`config.mk`:
```
export PLATFORM = sky130hd
export DESIGN_NAME = output_mem_ctrl
export DESIGN_NICKNAME = d
export VERILOG_FILES = /design/src/rtl/output_mem_ctrl.sv
export SDC_FILE = /design/constraint.sdc
export NUM_CORES = 1
export LEC_CHECK = 0
export ABC_CLOCK_PERIOD_IN_PS = 2000
export CAP_MARGIN = 40
export CORE_ASPECT_RATIO = 1.25
export CORE_UTILIZATION = 40
export CTS_CLUSTER_SIZE = 12
export DETAILED_ROUTE_END_ITERATION = 6
export PLACE_DENSITY = 0.89
export SYNTH_ARGS = -nofsm -noshare
export SYNTH_HDL_FRONTEND = slang
export SYNTH_SLANG_ARGS = --single-unit
```
`constraint.sdc`:
```
create_clock -name clk -period 2 [get_ports clk]
set_input_delay 0.4 -clock clk [delete_from_list [all_inputs] [get_ports clk]]
set_output_delay 0.4 -clock clk [all_outputs]
set_load 0.05 [all_outputs]
```
`src/rtl/output_mem_ctrl.sv`:
```
// Output result memory sequencer: FILL stores 4x4 tiles at consecutive 16-word
// bases, DRAIN streams the stored words out over valid/ready.
module output_mem_ctrl #(
    parameter int TILE_WORDS = 16,
    parameter int MAX_TILES  = 16
) (
    input  logic        clk,
    input  logic        rst,
    input  logic        start,
    input  logic        abort,
    input  logic [4:0]  num_tiles,
    input  logic        tile_valid,
    output logic        tile_ready,
    output logic        save_into_memory,
    output logic [7:0]  save_base_memory,
    output logic [7:0]  addrO,
    input  logic [15:0] mem_dataO,
    output logic [15:0] out_data,
    output logic        out_valid,
    input  logic        out_ready,
    output logic        out_last,
    output logic        busy,
    output logic        done
);

    typedef enum logic [1:0] {IDLE, FILL, DRAIN, DONE} state_t;

    state_t      state_r, state_nxt_s;
    logic [4:0]  n_r, n_nxt_s;
    logic [4:0]  wr_tile_r, wr_tile_nxt_s;
    logic [7:0]  rd_addr_r, rd_addr_nxt_s;
    logic        primed_r, primed_nxt_s;
    logic [4:0]  n_clamp_s;
    logic [8:0]  last_addr_s;
    logic        fire_s;

    assign n_clamp_s   = (num_tiles > 5'(MAX_TILES)) ? 5'(MAX_TILES) : num_tiles;
    // Nine bits so a full 16-tile job yields 255 without wrapping.
    assign last_addr_s = 9'(9'(n_r) * 9'(TILE_WORDS)) - 9'd1;

    // State and counter registers with synchronous reset.
    always_ff @(posedge clk) begin
        if (rst) begin
            state_r   <= IDLE;
            n_r       <= 5'd0;
            wr_tile_r <= 5'd0;
            rd_addr_r <= 8'd0;
            primed_r  <= 1'b0;
        end else begin
            state_r   <= state_nxt_s;
            n_r       <= n_nxt_s;
            wr_tile_r <= wr_tile_nxt_s;
            rd_addr_r <= rd_addr_nxt_s;
            primed_r  <= primed_nxt_s;
        end
    end

    // Next-state logic and all outputs.
    always_comb begin
        state_nxt_s      = state_r;
        n_nxt_s          = n_r;
        wr_tile_nxt_s    = wr_tile_r;
        rd_addr_nxt_s    = rd_addr_r;
        primed_nxt_s     = primed_r;
        tile_ready       = 1'b0;
        save_into_memory = 1'b0;
        save_base_memory = 8'd0;
        addrO            = 8'd0;
        out_data         = 16'd0;
        out_valid        = 1'b0;
        out_last         = 1'b0;
        busy             = 1'b0;
        done             = 1'b0;
        fire_s           = 1'b0;
        case (state_r)
            IDLE: begin
                primed_nxt_s = 1'b0;
                if (start) begin
                    n_nxt_s = n_clamp_s;
                    if (n_clamp_s == 5'd0) begin
                        state_nxt_s = DONE;
                    end else begin
                        wr_tile_nxt_s = 5'd0;
                        state_nxt_s   = FILL;
                    end
                end else begin
                    state_nxt_s = IDLE;
                end
            end
            FILL: begin
                busy             = 1'b1;
                tile_ready       = 1'b1;
                save_into_memory = tile_valid;
                save_base_memory = 8'(wr_tile_r) * 8'(TILE_WORDS);
                if (abort) begin
                    state_nxt_s = IDLE;
                end else if (tile_valid) begin
                    wr_tile_nxt_s = wr_tile_r + 5'd1;
                    if (wr_tile_r == n_r - 5'd1) begin
                        state_nxt_s   = DRAIN;
                        rd_addr_nxt_s = 8'd0;
                        primed_nxt_s  = 1'b0;
                    end else begin
                        state_nxt_s = FILL;
                    end
                end else begin
                    state_nxt_s = FILL;
                end
            end
            DRAIN: begin
                busy         = 1'b1;
                primed_nxt_s = 1'b1;
                out_valid    = primed_r;
                out_data     = primed_r ? mem_dataO : 16'd0;
                fire_s       = primed_r & out_ready;
                // Holding the address while stalled keeps mem_dataO stable.
                addrO        = fire_s ? rd_addr_r + 8'd1 : rd_addr_r;
                out_last     = primed_r & ({1'b0, rd_addr_r} == last_addr_s);
                if (abort) begin
                    state_nxt_s = IDLE;
                end else if (fire_s) begin
                    rd_addr_nxt_s = rd_addr_r + 8'd1;
                    if ({1'b0, rd_addr_r} == last_addr_s) begin
                        state_nxt_s = DONE;
                    end else begin
                        state_nxt_s = DRAIN;
                    end
                end else begin
                    state_nxt_s = DRAIN;
                end
            end
            DONE: begin
                done        = 1'b1;
                state_nxt_s = IDLE;
            end
            default: begin
                state_nxt_s = IDLE;
            end
        endcase
    end

endmodule

```
==> results of run 1 <==
-- power breakdown --
group	switching, mW	total (mW)	leakage (nW)	internal [mW]
registers	0.0154	0.442	0.174	0.427
clock network	0.170	0.310	0.0255	0.140
logic	0.196	0.352	1.02	0.156
total	0.381	1.10	1.22	0.723
-- cells in the final DEF (no fill, tap or decap), types with 4 or more instances in the layout --
| master | synthesis | layout |
|---|---|---|
| a21oi_1 | 12 | 8 |
| a31o_1 | 4 | 4 |
| and2_1 | 5 | 4 |
| and3_1 | 17 | 16 |
| and4_1 | 4 | 4 |
| buf_12 | 0 | 33 |
| buf_4 | 4 | 27 |
| buf_6 | 0 | 7 |
| clkdlybuf4s50_1 | 0 | 25 |
| conb_1 | 1 | 4 |
| dfxtp_1 | 21 | 13 |
| dfxtp_2 | 0 | 7 |
| inv_1 | 11 | 7 |
| inv_2 | 1 | 5 |
| nand2_1 | 10 | 9 |
| nand3_1 | 12 | 8 |
| nor2_1 | 18 | 10 |
| nor2_4 | 0 | 5 |
| nor3b_1 | 5 | 5 |
| o21ai_1 | 8 | 6 |
| xnor2_1 | 16 | 14 |
| xor2_1 | 5 | 5 |
-- critical path: stages (launching register included) --
cell and delay [ps]:
dfxtp_2 350, inv_2 50, ha_4 250, xnor2_4 130, nor4b_4 350, nand3_2 150
a31oi_4 210, buf_12 160
-- per-layer routing --
metal / global-route usage / part of all wire / routed length, um
met5: 0 / 0 / 0
met4: 0.194 / 0.070 / 558
met1: 0.330 / 0.36 / 2870
met3: 0.0609 / 0.086 / 690
met2: 0.580 / 0.49 / 3900
-- stage by stage --
stage | setup slack, ps | power [mW] | instances | util | TNS, ps
CTS | -260 | 1.06 | 356 | 0.763 | -279
global route | -361 | 1.14 | 356 | 0.801 | -2320
finish | -351 | 1.10 | 356 | 0.801 | -1120
floorplan | -201 | 0.610 | 216 | - | -1500
global placement | -301 | 0.732 | 345 | 0.703 | -1990
detailed placement | -321 | 0.747 | 345 | 0.703 | -2880
-- layout make-up --
type                            instances  area, um^2  area share
Clock buffer                            3        41.3      0.0127
Clock inverter                          1        5.00     0.00154
Inverter                               12        45.0      0.0138
Multi-Input combinational cell        170        1460       0.448
Sequential cell                        21         433       0.133
Tap cell                               56        70.1      0.0215
Timing Repair Buffer                   93        1200       0.369
-- kinds of logic after synthesis --
kind of cell	count (synthesis)	share of synthesized area
adders and majority gates	8	0.0594
buffers and inverters	25	0.0654
xor gates and xnor gates	21	0.109
DFF	21	0.250
AOI/OAI and AO/OA	45	0.198
other	1	0.00223
and+or+nand+nor	92	0.316
-- worst max-delay path by stage --
stage / startpoint / to / slack (ps) / cells after the start
2_1_floorplan: state_r[0] / out_last / -200 / 6
3_3_place_gp: out_ready / addrO[4] / -300 / 5
3_5_place_dp: out_ready / addrO[4] / -320 / 5
4_1_cts: n_r[1] / out_last / -260 / 7
5_1_grt: state_r[0] / out_last / -360 / 7
6_report: n_r[1] / out_last / -350 / 7
-- repair_timing --
item                                    in CTS  in global routing
setup buffers                                7                  1
pin swaps                                   18                 11
endpoints found under the setup margin      19                 41
gates resized for setup                     32                 37
-- registers in the layout, summed over array words and instances (netlist names) --
register   flops
rd_addr_r      8
n_r            5
wr_tile_r      5
state_r        2
primed_r       1
==> out/metrics.csv, run 1 <==
stage;metric;value;unit
floorplan;chip height;74.5;um
cells_and_area;P&R area growth vs syn;93.3;%
clock_network;worst-skew pair later-pin latency;290;ps
drt;average wire per standard cell;22.5;um
pwr;power density over the cells;339;nW/um^2
logic_synthesis;top cell type's share of synthesized area;0.250;
setup_path;reg2reg start;n_r[1];
clock_network;H-tree Lvls;1;
logic_synthesis;Synthesis Warnings;0;
logic_synthesis;number of enable flip-flop cells after synthesis;0;
setup_path;Setup crit end kind;primary output;
floorplan;Ports;65;
cells_and_area;Fill cells;217;
cells_and_area;post-route cell area;3260;um^2
floorplan;Core Area;4070;um^2
sta;Final Hold Viols;0;
run_status;status;finished with violations;
sta;Final period util;1.18;
drt;initial DRC count;248;
clock_network;clock tree buffer depth;2;
logic_synthesis;count leader, synth;dfxtp_1;
setup_path;R2R Setup Slk;-90;ps
logic_synthesis;register area share after synthesis;0.250;
run;Max-Cap Viols;0;
clock_network;root buf cell;clkbuf_8;
clock_network;# hold bufs at CTS;0;
logic_synthesis;ys flop type;dfxtp_1;
setup_path;FF-to-FF End;primed_r;
setup_path;Crit Path Category;flip-flop to primary output;
drt;Initial DRT Pass Iterations;5;
global_route;initial antenna violation count;0;
global_route;GRT Resource Usage Total;0.318;
cells_and_area;share of layout cells above drive strength 1;0.427;
logic_synthesis;synth unique cells;52;
cells_and_area;final net count;336;
global_route;vias in the first global route;2063;
clock_network;Clock Pin Slew Worst Setup and Hold Paths;90;ps
sta;Tmin final;2350;ps
pwr;maximum vdd drop;0.560;mV
logic_synthesis;Synth top cells by count;dfxtp_1 (21), nor2_1 (18), and3_1 (17);
sta;f_max;425;MHz
cells_and_area;Antenna diodes;0;
run_status;failing checks;setup timing;
sta;worst setup margin;-351;ps
min_path;WHS Path Cells;2;
pwr;leak pwr;1.22;nW
floorplan;Initial Util;0.414;
global_route;largest net degree at the start of global routing;18;
logic_synthesis;synthesized cell area;1680;um^2
sta;Rel. slew slack;0.611;
floorplan;Die ar.;4480;um^2
sta;WHS;567;ps
min_path;Hold Crit Class;flip-flop to flip-flop;
logic_synthesis;Yosys reg bits;21;
clock_network;clock sinks;21;
placed_design;Post-DP Area;2860;um^2
logic_synthesis;Yosys top cell by area;dfxtp_1;
min_path;end point of the worst hold path;rd_addr_r[2];
placed_design;RePlAce Congestion;0.946;
drt;number of vias per cell;6.18;
drt;Remaining DRCs;0;
logic_synthesis;Post-synth ARST share;0;
placed_design;Final HPWL DP;4.47;mm
clock_network;total CTS buffers;3;
clock_network;clock tree from TritonCTS;yes;
global_route;grt ovf;0;
sta;count of final setup violators;20;
min_path;hold path start;rd_addr_r[2];
setup_path;Arr. time, crit path;1950;ps
placed_design;Port Buf Inserts;60;
floorplan;Die Span X;60.0;um
global_route;first-pass GRT wire length;10.4;mm
setup_path;critical path required time;1600;ps
setup_path;worst r2r path cells;8;
sta;final slew viol count;0;
drt;Vias;2200;
setup_path;crit start category;flip-flop;
floorplan;Row Count;26;
logic_synthesis;Mapped Cells;213;
setup_path;Worst Path Max Fanout;2;
sta;Worst-Margin Slew;578;ps
drt;drt total wl;8.02;mm
logic_synthesis;Synth area leaders;dfxtp_1 (25%), xnor2_1 (8.3%), and3_1 (6.3%);
sta;Worst Skew;15.5;ps
logic_synthesis;Avg Inst Size Synth;7.91;um^2
drt;antenna viol nets, final;0;
sta;RSZ-0062 raised after global routing;true;
Power figures use the tool's default switching activity.
==> inputs of run 2 (changes only) <==
Settings changed: GPL_TIMING_DRIVEN set to 0, PLACE_DENSITY 0.89 to 0.73.
==> out/metrics.csv, run 2 (same netlist as run 1, synthesis figures left out) <==
stage;metric;value;unit;change
cells_and_area;P&R area growth vs syn;58.8;%;was 93.3%
setup_path;R2R Setup Slk;-140;ps;was -90 ps
run_status;status;finished with violations;;unchanged
placed_design;Port Buf Inserts;60;;unchanged
drt;average wire per standard cell;14.9;um;was 22.5 um
floorplan;Row Count;26;;unchanged
global_route;grt ovf;0;;unchanged
setup_path;Arr. time, crit path;1880;ps;was 1950 ps
global_route;first-pass GRT wire length;7.66;mm;was 10.4 mm
setup_path;Slowest Stage Delay on Critical Path;340;ps;was 350 ps
pwr;power density over the cells;384;nW/um^2;was 339 nW/um^2
setup_path;critical path required time;1600;ps;about the same
global_route;vias in the first global route;1781;;was 2063
cells_and_area;most frequent cells in the layout;clkdlybuf4s50_1 (25), and3_1 (17), buf_4 (15), dfxtp_1 (15), xnor2_1 (14);;was buf_12 (33), buf_4 (27), clkdlybuf4s50_1 (25), and3_1 (16), xnor2_1 (14)
sta;Rel. slew slack;0.568;;was 0.611
drt;drt total wl;5.16;mm;was 8.02 mm
drt;Initial DRT Pass Iterations;6;;was 5
cells_and_area;Largest Register;rd_addr_r;;unchanged
setup_path;Crit Path Category;flip-flop to primary output;;unchanged
setup_path;Setup crit end kind;primary output;;unchanged
placed_design;Final HPWL DP;3.54;mm;was 4.47 mm
clock_network;worst-skew pair later-pin latency;260;ps;was 290 ps
floorplan;Core Area;4070;um^2;unchanged
global_route;largest net degree at the start of global routing;13;;was 18
clock_network;clock tree buffer depth;2;;unchanged
setup_path;crit path cell chain;inv_2 -> ha_4 -> xnor2_2 -> nor4b_2 -> nand3_1 -> a31oi_4 -> buf_6;;was inv_2 -> ha_4 -> xnor2_4 -> nor4b_4 -> nand3_2 -> a31oi_4 -> buf_12
drt;Vias;1906;;was 2200
cells_and_area;final net count;327;;was 336
sta;Worst-Margin Slew;648;ps;was 578 ps
setup_path;Worst Path Max Fanout;2;;unchanged
pwr;maximum vdd drop;0.284;mV;was 0.560 mV
min_path;Hold Crit Class;flip-flop to flip-flop;;unchanged
global_route;GRT Resource Usage Total;0.224;;was 0.318
sta;Final period util;1.14;;was 1.18
sta;f_max;439;MHz;was 425 MHz
cells_and_area;max FFs per register;8;;unchanged
sta;Final Hold Viols;0;;unchanged
cells_and_area;Largest regs;rd_addr_r x8, n_r x5, wr_tile_r x5;;unchanged
floorplan;Die ar.;4480;um^2;unchanged
run_status;failing checks;setup timing;;unchanged
clock_network;clock tree from TritonCTS;yes;;unchanged
placed_design;RePlAce Congestion;0.793;;was 0.946
clock_network;Clock Pin Slew Worst Setup and Hold Paths;80;ps;was 90 ps
drt;initial DRC count;88;;was 248
drt;number of vias per cell;5.49;;was 6.18
sta;worst setup margin;-280;ps;was -351 ps
sta;final slew viol count;0;;unchanged
global_route;initial antenna violation count;0;;unchanged
cells_and_area;most common cell after layout, fill and taps aside;clkdlybuf4s50_1;;was buf_12
clock_network;root buf cell;clkbuf_8;;unchanged
drt;antenna viol nets, final;0;;unchanged
placed_design;Setup WS pre-CTS;-959;ps;was -321 ps
sta;WHS;523;ps;was 567 ps
clock_network;clock sinks;21;;unchanged
clock_network;H-tree Lvls;1;;unchanged
cells_and_area;Antenna diodes;0;;unchanged
sta;count of final setup violators;11;;was 20
floorplan;Ports;65;;unchanged
setup_path;crit path buf inv count;2;;unchanged
floorplan;Initial Util;0.414;;unchanged
run;Max-Cap Viols;0;;unchanged
sta;RSZ-0062 raised after global routing;true;;unchanged
sta;Worst Skew;5.41;ps;was 15.5 ps
drt;Remaining DRCs;0;;unchanged
sta;Tmin final;2280;ps;was 2350 ps
setup_path;crit start category;flip-flop;;unchanged
floorplan;Die Span X;60.0;um;unchanged
clock_network;total CTS buffers;3;;unchanged
floorplan;chip height;74.5;um;unchanged
pwr;leak pwr;1.07;nW;was 1.22 nW
setup_path;CP max stage cell;dfxtp_2;;unchanged
cells_and_area;share of layout cells above drive strength 1;0.375;;was 0.427
setup_path;critical path's top delay family;simple AND/OR/NAND/NOR gates;;unchanged
==> run 2: cell count changes in the layout (fill, tap and decap cells not counted), sizes merged <==
cell           change
buf               -30
clkbuf            +19
clkdlybuf4s15      -1
dlygate4sd2        +3
==> run 2: worst register-to-register path, stage by stage, from the launching register on <==
cell and delay [ps]:
dfxtp_2 340, inv_2 40, ha_4 250, buf_4 140
buf_6 120, xnor2_4 130, nor4_4 350, o2111ai_4 250
and4_1 240, a31o_1 170
==> run 2: power by group <==
part / total [mW] / internal, mW / switching (mW)
sequential: 0.439 / 0.426 / 0.0131
clock: 0.296 / 0.139 / 0.157
combinational: 0.291 / 0.126 / 0.165
==> run 2: metrics by stage <==
stage	power [mW]	util	std cells	TNS (ps)	cell area (um^2)
3_3_place_gp	0.703	0.591	332	-16550	2400
6_report	1.03	0.658	347	-1240	2680
5_1_grt	1.06	0.658	347	-2250	2680
3_5_place_dp	0.706	0.591	332	-16940	2400
2_1_floorplan	0.610	-	216	-1500	1730
4_1_cts	0.996	0.609	343	-235	2470
==> run 2: final timing paths <==
| kind | startpoint | to | cells past startpoint |
|---|---|---|---|
| min | rd_addr_r[2] | rd_addr_r[2] | 2 |
| max | n_r[1] | out_last | 7 |
| max reg2reg | n_r[1] | rd_addr_r[6] | 9 |
| min reg2reg | rd_addr_r[2] | rd_addr_r[2] | 2 |
==> run 2: layer usage <==
layer,track usage,wire length [um]
met5,0,0
met4,0.0930,127
met3,0.0330,387
met2,0.406,2610
met1,0.257,2030
==> run 2: repair_timing <==
action	CTS	global route
endpoints found under the setup margin	44	45
buffers inserted	8	4
pin swaps	10	18
resized for setup	162	71
hold buffers	0	0
==> run 2: final cells by class <==
type                            instances  area (um^2)
Buffer                                 12         75.1
Clock buffer                            3         41.3
Clock inverter                          1         5.00
Fill cell                             364         1390
Inverter                               12         45.0
Multi-Input combinational cell        170         1400
Sequential cell                        21          433
Tap cell                               56         70.1
Timing Repair Buffer                   72          609
